### config.mk
export PLATFORM = sky130hd
export DESIGN_NAME = stereo_matrix_gain_seq_flat
export DESIGN_NICKNAME = d
export VERILOG_FILES = /design/src/rtl/stereo_matrix_gain_seq_if.sv /design/src/rtl/stereo_matrix_gain_seq.sv /design/src/flat_wrapper.sv
export SDC_FILE = /design/constraint.sdc
export NUM_CORES = 1
export LEC_CHECK = 0
export CAP_MARGIN = 20
export CORE_MARGIN = 2
export CORE_UTILIZATION = 54
export CTS_BUF_LIST = sky130_fd_sc_hd__clkbuf_8
export CTS_CLUSTER_DIAMETER = 100
export DETAILED_ROUTE_END_ITERATION = 8
export PLACE_DENSITY = 0.79
export REMOVE_ABC_BUFFERS = 1
export SETUP_SLACK_MARGIN = 0.1
export SYNTH_ARGS = -nofsm -noshare
export SYNTH_HDL_FRONTEND = slang
export SYNTH_SLANG_ARGS = --single-unit
### constraint.sdc
create_clock -name clock -period 2.9 [get_ports clock]
set_input_delay 0.29 -clock clock [delete_from_list [all_inputs] [get_ports clock]]
set_output_delay 0.29 -clock clock [all_outputs]
set_load 0.05 [all_outputs]
### src/rtl/stereo_matrix_gain_seq_if.sv
// Sample-pair in / scaled L+R, L-R out bundle for the stereo matrix gain stage.
// Handshake: in_valid/in_ready on the input side, single-cycle out_valid on the result side.
// The slave holds in_ready low while a pair is in flight; results cannot be back-pressured.
interface stereo_matrix_gain_seq_if #(
    parameter int DW = 18,
    parameter int KW = 4
);
    logic signed [DW-1:0] LEFT;
    logic signed [DW-1:0] RIGHT;
    logic        [KW-1:0] Ks;
    logic        [KW-1:0] Kd;
    logic                 in_valid;
    logic                 in_ready;
    logic signed [DW-1:0] LpR_out;
    logic signed [DW-1:0] LmR_out;
    logic                 out_valid;
    logic                 sat_s;
    logic                 sat_d;

    modport master (
        output LEFT, RIGHT, Ks, Kd, in_valid,
        input  in_ready, LpR_out, LmR_out, out_valid, sat_s, sat_d
    );

    modport slave (
        input  LEFT, RIGHT, Ks, Kd, in_valid,
        output in_ready, LpR_out, LmR_out, out_valid, sat_s, sat_d
    );
endinterface

### src/rtl/stereo_matrix_gain_seq.sv
// Stereo L+R / L-R matrix with per-path gain on one time-shared shift-add multiplier.
// Latency: out_valid 2*KW+1 edges after acceptance; one pair per 2*KW+2 cycles.
// Backpressure: in_ready low from acceptance until the result is issued; outputs hold between results.
module stereo_matrix_gain_seq #(
    parameter int DW    = 18,
    parameter int KW    = 4,
    parameter int FRAC  = 3,
    parameter int ROUND = 1
) (
    input  logic               clock,
    input  logic               reset,
    stereo_matrix_gain_seq_if.slave bus
);
    localparam int PW = DW + KW;
    localparam int CW = (KW > 1) ? $clog2(KW) : 1;
    localparam logic signed [PW:0] RND =
        (ROUND != 0) ? (((PW+1)'(1) << FRAC) >> 1) : '0;

    typedef enum logic [1:0] {IDLE, MUL_S, MUL_D, DONE} state_t;

    state_t               state;
    logic signed [PW-1:0] acc;
    logic signed [PW-1:0] mcand;
    logic signed [PW-1:0] prod_s;
    logic        [KW-1:0] gain;
    logic        [KW-1:0] kd_r;
    logic signed [DW-1:0] op_d;
    logic                 pre_s;
    logic                 pre_d;
    logic        [CW-1:0] cnt;
    logic                 in_ready_r;
    logic                 out_valid_r;
    logic signed [DW-1:0] lpr_r;
    logic signed [DW-1:0] lmr_r;
    logic                 sat_s_r;
    logic                 sat_d_r;

    logic signed [DW:0]   sum_w;
    logic signed [DW:0]   diff_w;
    logic signed [DW-1:0] sum_sat;
    logic signed [DW-1:0] diff_sat;
    logic                 sum_ov;
    logic                 diff_ov;
    logic signed [PW-1:0] acc_next;
    logic        [DW:0]   fin_s;
    logic        [DW:0]   fin_d;
    logic                 last_bit;

    // Rounded arithmetic shift then clamp; MSB of the result is the overflow flag.
    function automatic logic [DW:0] scale(input logic signed [PW-1:0] p);
        logic signed [PW:0] r;
        logic               ov;
        r  = ($signed({p[PW-1], p}) + RND) >>> FRAC;
        ov = !((&r[PW:DW-1]) || !(|r[PW:DW-1]));
        scale = ov ? {1'b1, r[PW], {(DW-1){~r[PW]}}} : {1'b0, r[DW-1:0]};
    endfunction

    always_comb begin
        sum_w    = {bus.LEFT[DW-1], bus.LEFT} + {bus.RIGHT[DW-1], bus.RIGHT};
        diff_w   = {bus.LEFT[DW-1], bus.LEFT} - {bus.RIGHT[DW-1], bus.RIGHT};
        sum_ov   = sum_w[DW] ^ sum_w[DW-1];
        diff_ov  = diff_w[DW] ^ diff_w[DW-1];
        sum_sat  = sum_ov  ? {sum_w[DW],  {(DW-1){~sum_w[DW]}}}  : sum_w[DW-1:0];
        diff_sat = diff_ov ? {diff_w[DW], {(DW-1){~diff_w[DW]}}} : diff_w[DW-1:0];
        acc_next = gain[0] ? acc + mcand : acc;
        last_bit = (cnt == CW'(KW-1));
        fin_s    = scale(prod_s);
        fin_d    = scale(acc);
    end

    always_ff @(posedge clock or negedge reset) begin
        if (!reset) begin
            state       <= IDLE;
            acc         <= '0;
            mcand       <= '0;
            prod_s      <= '0;
            gain        <= '0;
            kd_r        <= '0;
            op_d        <= '0;
            pre_s       <= 1'b0;
            pre_d       <= 1'b0;
            cnt         <= '0;
            in_ready_r  <= 1'b0;
            out_valid_r <= 1'b0;
            lpr_r       <= '0;
            lmr_r       <= '0;
            sat_s_r     <= 1'b0;
            sat_d_r     <= 1'b0;
        end else begin
            out_valid_r <= 1'b0;
            case (state)
                IDLE: begin
                    in_ready_r <= 1'b1;
                    if (bus.in_valid && in_ready_r) begin
                        in_ready_r <= 1'b0;
                        mcand      <= {{KW{sum_sat[DW-1]}}, sum_sat};
                        op_d       <= diff_sat;
                        gain       <= bus.Ks;
                        kd_r       <= bus.Kd;
                        pre_s      <= sum_ov;
                        pre_d      <= diff_ov;
                        acc        <= '0;
                        cnt        <= '0;
                        state      <= MUL_S;
                    end
                end
                MUL_S: begin
                    if (last_bit) begin
                        prod_s <= acc_next;
                        acc    <= '0;
                        mcand  <= {{KW{op_d[DW-1]}}, op_d};
                        gain   <= kd_r;
                        cnt    <= '0;
                        state  <= MUL_D;
                    end else begin
                        acc   <= acc_next;
                        mcand <= mcand <<< 1;
                        gain  <= gain >> 1;
                        cnt   <= cnt + 1'b1;
                    end
                end
                MUL_D: begin
                    acc <= acc_next;
                    if (last_bit) begin
                        state <= DONE;
                    end else begin
                        mcand <= mcand <<< 1;
                        gain  <= gain >> 1;
                        cnt   <= cnt + 1'b1;
                    end
                end
                DONE: begin
                    lpr_r       <= fin_s[DW-1:0];
                    lmr_r       <= fin_d[DW-1:0];
                    sat_s_r     <= pre_s | fin_s[DW];
                    sat_d_r     <= pre_d | fin_d[DW];
                    out_valid_r <= 1'b1;
                    in_ready_r  <= 1'b1;
                    state       <= IDLE;
                end
                default: state <= IDLE;
            endcase
        end
    end

    assign bus.in_ready  = in_ready_r;
    assign bus.out_valid = out_valid_r;
    assign bus.LpR_out   = lpr_r;
    assign bus.LmR_out   = lmr_r;
    assign bus.sat_s     = sat_s_r;
    assign bus.sat_d     = sat_d_r;
endmodule
### src/flat_wrapper.sv
// flat-port wrapper written by rule: the top's interface ports become plain ports
module stereo_matrix_gain_seq_flat 
#(
    parameter int DW    = 18,
    parameter int KW    = 4,
    parameter int FRAC  = 3,
    parameter int ROUND = 1
)
  (clock, reset, bus_LEFT, bus_RIGHT, bus_Ks, bus_Kd, bus_in_valid, bus_in_ready, bus_LpR_out, bus_LmR_out, bus_out_valid, bus_sat_s, bus_sat_d);
  stereo_matrix_gain_seq_if #(.DW(DW), .KW(KW)) bus_i ();
  input  logic clock;
  input  logic reset;
  input wire logic [$bits(bus_i.LEFT)-1:0] bus_LEFT;
  input wire logic [$bits(bus_i.RIGHT)-1:0] bus_RIGHT;
  input wire logic [$bits(bus_i.Ks)-1:0] bus_Ks;
  input wire logic [$bits(bus_i.Kd)-1:0] bus_Kd;
  input wire logic [$bits(bus_i.in_valid)-1:0] bus_in_valid;
  output wire logic [$bits(bus_i.in_ready)-1:0] bus_in_ready;
  output wire logic [$bits(bus_i.LpR_out)-1:0] bus_LpR_out;
  output wire logic [$bits(bus_i.LmR_out)-1:0] bus_LmR_out;
  output wire logic [$bits(bus_i.out_valid)-1:0] bus_out_valid;
  output wire logic [$bits(bus_i.sat_s)-1:0] bus_sat_s;
  output wire logic [$bits(bus_i.sat_d)-1:0] bus_sat_d;
  assign bus_i.LEFT = bus_LEFT;
  assign bus_i.RIGHT = bus_RIGHT;
  assign bus_i.Ks = bus_Ks;
  assign bus_i.Kd = bus_Kd;
  assign bus_i.in_valid = bus_in_valid;
  assign bus_in_ready = bus_i.in_ready;
  assign bus_LpR_out = bus_i.LpR_out;
  assign bus_LmR_out = bus_i.LmR_out;
  assign bus_out_valid = bus_i.out_valid;
  assign bus_sat_s = bus_i.sat_s;
  assign bus_sat_d = bus_i.sat_d;
  stereo_matrix_gain_seq #(.DW(DW), .KW(KW), .FRAC(FRAC), .ROUND(ROUND)) u_core (.clock(clock), .reset(reset), .bus(bus_i));
endmodule
# Yosys cells after proc, flatten, opt, wreduce, memory -nomap -nowiden
# Index checks and enable logic that the tools add are counted.
# op_classes
n_addsub	6
n_eq_ne	8
n_mux	27
bitwise	8
reduce_logical	17
# op_table
op	count
22-bit 2-to-1 mux	6
22-bit case mux with 3 select lines	2
22-bit by 4-bit adder with 23-bit output (second input constant)	2
19-bit 2-to-1 mux	2
18-bit 2-to-1 mux	2
22-bit adder	1
18-bit by 18-bit adder with 19-bit output	1
18-bit by 18-bit subtractor with 19-bit output	1
2-bit 2-to-1 mux	6
4-bit 2-to-1 mux	3
4-bit case mux with 3 select lines	1
3-bit AND reduction	4
2-bit case mux with 4 select lines	1
2-bit == test (second input constant)	3
2-bit by 1-bit inequality test with 1-bit output (second input constant)	3
2-bit case mux with 3 select lines	1
2-bit AND reduction	3
3-bit OR reduction	2
1-bit inverter	4
3-bit nonzero test	1
2-bit by 1-bit adder with 2-bit output (second input constant)	1
2-bit by 1-bit == test with 1-bit output (second input constant)	1
1-bit zero test	2
2-bit zero test	1
other kinds (8)	12
# totals
ff_bits	138
inputBits	47
out_inout_bits	40
wordCells	82

# Depth between registers and ports, before layout
# logic_depth
depth_word	6
depth_mapped	13
depth_no_buf	12

# Least setup slack after synthesis
# Ideal clock, no wire load.
# synth_timing
path_type	input -> register
startpoint	input bus_RIGHT[4]
endpoint	register u_core.mcand[10]
setup_time_ns	0.130
arrival_time_ns	2.903
required_ns	2.770
setup_slack_ns	-0.133
cell_stages	13
n_path_buf	2
path_cell_list	inv_1 ha_1 buf_2 or2_1 o22a_1 o211ai_2 a2111oi_4 o31ai_2 a221oi_4 mux2_4 buf_8 a222oi_1 a21oi_1
# synth_between
elab_chain_cells	5
word_cells_on_any_way	6
classes_between	1 x add/sub; 3 x mux; 2 x bitwise
# synth_rtl
item	line	text
from (decl)	flat_wrapper.sv:14	input wire logic [$bits(bus_i.RIGHT)-1:0] bus_RIGHT;
18-bit by 18-bit adder with 19-bit output (*)	stereo_matrix_gain_seq.sv:59	sum_w = {bus.LEFT[DW-1], bus.LEFT} + {bus.RIGHT[DW-1], bus.RIGHT};
1-bit XOR or 1-bit inverter (tied branches)	stereo_matrix_gain_seq.sv:61, stereo_matrix_gain_seq.sv:63	
18-bit 2-to-1 mux (*)	stereo_matrix_gain_seq.sv:63	sum_sat = sum_ov ? {sum_w[DW], {(DW-1){~sum_w[DW]}}} : sum_w[DW-1:0];
22-bit 2-to-1 mux (*)	stereo_matrix_gain_seq.sv:94	if (bus.in_valid && in_ready_r) begin
22-bit case mux with 3 select lines (*)	stereo_matrix_gain_seq.sv:91	case (state)
to (signal assigned)	stereo_matrix_gain_seq.sv:96	mcand <= {{KW{sum_sat[DW-1]}}, sum_sat};
to (signal assigned)	stereo_matrix_gain_seq.sv:111	mcand <= {{KW{op_d[DW-1]}}, op_d};
to (signal assigned)	stereo_matrix_gain_seq.sv:117	mcand <= mcand <<< 1;
to (decl)	stereo_matrix_gain_seq.sv:23	logic signed [PW-1:0] mcand;
# Every way passes the cells marked *; elsewhere a longest branch is shown, timed or not. The select of a mux whose other input is x is not followed.
# A chain may end at the register's enable or synchronous reset.

# Final worst setup path
# layout_timing
startpoint	register u_core.mcand[4]
endpoint	register u_core.prod_s[15]
# layout_between
elab_chain_cells	2
# layout_rtl
item	line	text
22-bit adder	stereo_matrix_gain_seq.sv:65	acc_next = gain[0] ? acc + mcand : acc;
22-bit 2-to-1 mux	stereo_matrix_gain_seq.sv:65	
to (signal assigned)	stereo_matrix_gain_seq.sv:109	prod_s <= acc_next;
to (decl)	stereo_matrix_gain_seq.sv:24	logic signed [PW-1:0] prod_s;
# No other way between the ends.

==> impl_metrics.toml <==
[power]
p_total_w = 0.01316
ir_worst_vdd_uv = 706.2
p_seq_share_pct = 26.7
p_comb_share_pct = 61.1
p_leak_nw = 5.686
p_int_w = 0.006984
p_per_area_mw_per_mm2 = 1048
switchingPower_w = 0.006172
switching_share_pct = 46.91
clockPowerShare_pct = 12.3

[synthesis]
synthXorXnorAreaFrac_pct = 7.208
synth_fa_ha_area_share_pct = 9.968
ys_warn_count = 0
synth.avg_cell_area_um2 = 8.945
syn_area_mm2 = 0.009339
synthFlopType = "dfrtp_1"
seq_area_frac_synth_pct = 36.44
synth_top_family_by_area = "compound AO/OA/AOI/OAI gates"
synthMuxAreaShare_pct = 2.800
synth_compound_area_share_pct = 23.73
yosysUniqueCellTypes = 82
synth-async-reset-ratio_pct = 100.0
synth-edff-count = 0
synthCells = 1044
synthSimpleGateAreaFrac_pct = 15.21
ys_ff_latch = 136

[global_route]
top_usage_layer = "met2"
grt-ovfl-total = 0
use_met3_pct = 5.163
grt_max_degree = 58
grt_use_total_pct = 29.49
use_met1_pct = 35.14
met2_usage_pct = 50.65
antenna_found_initial = 0
grt_pass1_vias = 9002
grt_pass1_wl_mm = 43.13

[sta]
period_needed_ns = 2.896
slew_viol_final = 0
clock_skew_ns = 0.01462
worst_pin_slew_ns = 0.7561
maxSlewHeadroom_pct = 49.26
setup_viol = 0
fmax_mhz = 345.3
fin_crit_sh_pct = 99.85
hold_ws_ns = 0.3503
hold_violations = 0
rsz0062_at_grt = "true"

[route]
dr_total_vias = 9213
drt-initial-drc-count = 890
wire_per_inst_um = 18.09
routed_via_density = 6.053
drt_pre_antenna_iters = 6
wl_mm = 27.54
ant_nets = 0
drc = 0

[worst_hold_path]
hold_class = "input pin to async pin"

[clocking]
cts-root-buf = "clkbuf_8"
htree_levels = 4
clockBufferDepth = 2
cts_sinks = 136
numCtsBuffers = 17
clock_latency_ns = 0.47
clkTransAtPathRegs_ns = 0.08
cts_tree = "built"

[critical_path]
r2r_end = "u_core.prod_s[15]$_DFFE_PN0P_"
crit_type = "flip-flop to flip-flop"
start_kind = "flip-flop"
crit_path_max_fanout = 2
cp.arrival_ns = 3.29
reg2reg_from = "u_core.mcand[4]$_DFFE_PN0P_"
required_ns = 3.29
ff2ff_path_depth = 12
rrSetupSlack_ns = 0.004
endpoint_kind = "flip-flop"

[status]
status = "complete, no violations"

[floorplanning]
fp.coreArea_mm2 = 0.01712
start_util_pct = 54.56
die_w_um = 135.5
die_area_mm2 = 0.01836
rows = 48
io_pins = 87
dieHeight_um = 135.5

[cells_and_area]
drive_gt1_share_pct = 24.21
diodes = 0
seq_area_mm2 = 0.003403
area_growth_pct = 34.37
multi_input_area_mm2 = 0.005978
final_cells = 1522
fillers = 1203
fin_util_pct = 73.31
final_area_mm2 = 0.01255
layout.nets = 1398

[flow_run]
maxCapViolCount = 0

[placement]
place_area_mm2 = 0.01150
hpwl_mm = 18.96
placed_cells = 1465
portBuffers = 86
gp_congestion = 0.9565
through the flow:
step	setup slack (ns)	TNS, ns
6_report	0.004283	0
5_1_grt	-0.1306	-0.6059
4_1_cts	-0.02502	-0.02681
3_5_place_dp	-0.6952	-21.39
3_3_place_gp	-0.5572	-17.32
2_1_floorplan	-0.05847	-0.7426
cells in the final DEF (no fill, tap or decap), drive strengths merged, types with 12 or more instances in the layout:
master	Yosys	final
buf	13	189
dfrtp	136	136
nor2	110	110
nand2	94	94
o21ai	83	83
clkdlybuf4s50	0	67
ha	64	64
inv	58	62
a21oi	57	57
xnor2	49	49
o22a	36	36
nand3	29	29
xor2	27	27
clkbuf	36	22
mux2i	19	19
a22o	17	17
a222oi	15	15
a21o	13	13
nor3	13	13
a221oi	13	13
and3	12	12
critical path: stages, from the launching register on:
cell,delay (ns)
dfrtp_1,0.44
ha_4,0.28
a2111oi_4,0.37
nor3_2,0.12
a2111oi_2,0.37
buf_4,0.18
o31ai_4,0.08
buf_4,0.18
buf_6,0.11
a41oi_2,0.18
xnor2_1,0.17
mux2i_1,0.13
o21ai_0,0.19
final cells by class:
type                    instances  area share, %
multi-input cells             802          47.64
flip-flops and latches        136          27.12
repair buffers                269          18.02
well taps                     225          2.243
clock buffers                  19          2.084
inverters                      58          1.735
clock inverters                13          1.157
synthesized netlist by cell type, types with 12 or more instances:
| library cell | count | area [um^2] |
|---|---|---|
| a22o_1 | 17 | 148.9 |
| nor3_1 | 12 | 60.06 |
| mux2i_1 | 19 | 190.2 |
| a21o_1 | 13 | 97.59 |
| ha_1 | 64 | 800.8 |
| clkbuf_1 | 35 | 131.4 |
| xor2_1 | 26 | 227.7 |
| nand2_1 | 94 | 352.8 |
| and3_1 | 12 | 75.07 |
| o21ai_1 | 22 | 110.1 |
| nand3_1 | 29 | 145.1 |
| dfrtp_1 | 136 | 3403 |
| o21ai_0 | 60 | 300.3 |
| xnor2_1 | 49 | 429.2 |
| inv_1 | 55 | 206.5 |
| a222oi_1 | 15 | 150.1 |
| a21oi_1 | 57 | 285.3 |
| nor2_1 | 110 | 412.9 |
| o22a_1 | 36 | 315.3 |
logic make-up (layout without fill, tap and decap cells):
group                      count (synthesis)  count (layout)
AOI/OAI and AO/OA                        313             313
and+or+nand+nor                          313             313
DFF                                      136             136
buffers and inverters                    107             359
xor gates and xnor gates                  76              76
adders and majority gates                 74              74
muxes                                     25              26
what timing repair did:
action | in CTS | in global routing
gates cloned | 1 | 0
resized for setup | 91 | 59
endpoints found under the hold margin | 54 | 0
endpoints found under the setup margin | 49 | 52
hold buffers | 1 | 0
pin swaps | 29 | 38
setup buffers | 6 | 16
per-layer routing:
metal  routed length [um]  vias to the layer above
li1                     -                     4267
met1                10610                     4417
met2                13850                      404
met3                 1550                      125
met4                 1530                        0
met5                    0                        -
state kept, by name (all words and copies together), names as in the netlist, 2 cells and up:
signal	flops
u_core.mcand	22
u_core.cnt	2
u_core.bus.LmR_out	18
u_core.state	2
u_core.op_d	18
u_core.bus.LpR_out	18
u_core.gain	4
u_core.prod_s	20
u_core.acc	22
u_core.kd_r	4
worst max path at each step:
stage | from | to | slack (ns) | depth (start not counted)
after global routing | u_core.mcand[4]$_DFFE_PN0P_ | u_core.prod_s[21]$_DFFE_PN0P_ | -0.13 | 11
after CTS | u_core.acc[6]$_DFFE_PN0P_ | u_core.prod_s[21]$_DFFE_PN0P_ | -0.03 | 11
after floorplan | bus_RIGHT[4] | u_core.mcand[16]$_DFFE_PN0P_ | -0.06 | 11
after global placement | bus_RIGHT[6] | u_core.mcand[14]$_DFFE_PN0P_ | -0.56 | 12
final | u_core.mcand[4]$_DFFE_PN0P_ | u_core.prod_s[15]$_DFFE_PN0P_ | 0.004 | 12
after detailed placement | bus_RIGHT[4] | u_core.mcand[2]$_DFFE_PN0P_ | -0.70 | 11
power by group through the flow:
stage	clock, W	combinational (W)	sequential, W
after floorplan	0	0.00372	0.00431
after global placement	0	0.00706	0.00345
after detailed placement	0	0.00729	0.00349
after CTS	0.00162	0.00758	0.00347
after global routing	0.00171	0.00862	0.00359
final	0.00162	0.00803	0.00351
Power figures use the tool's default switching activity.
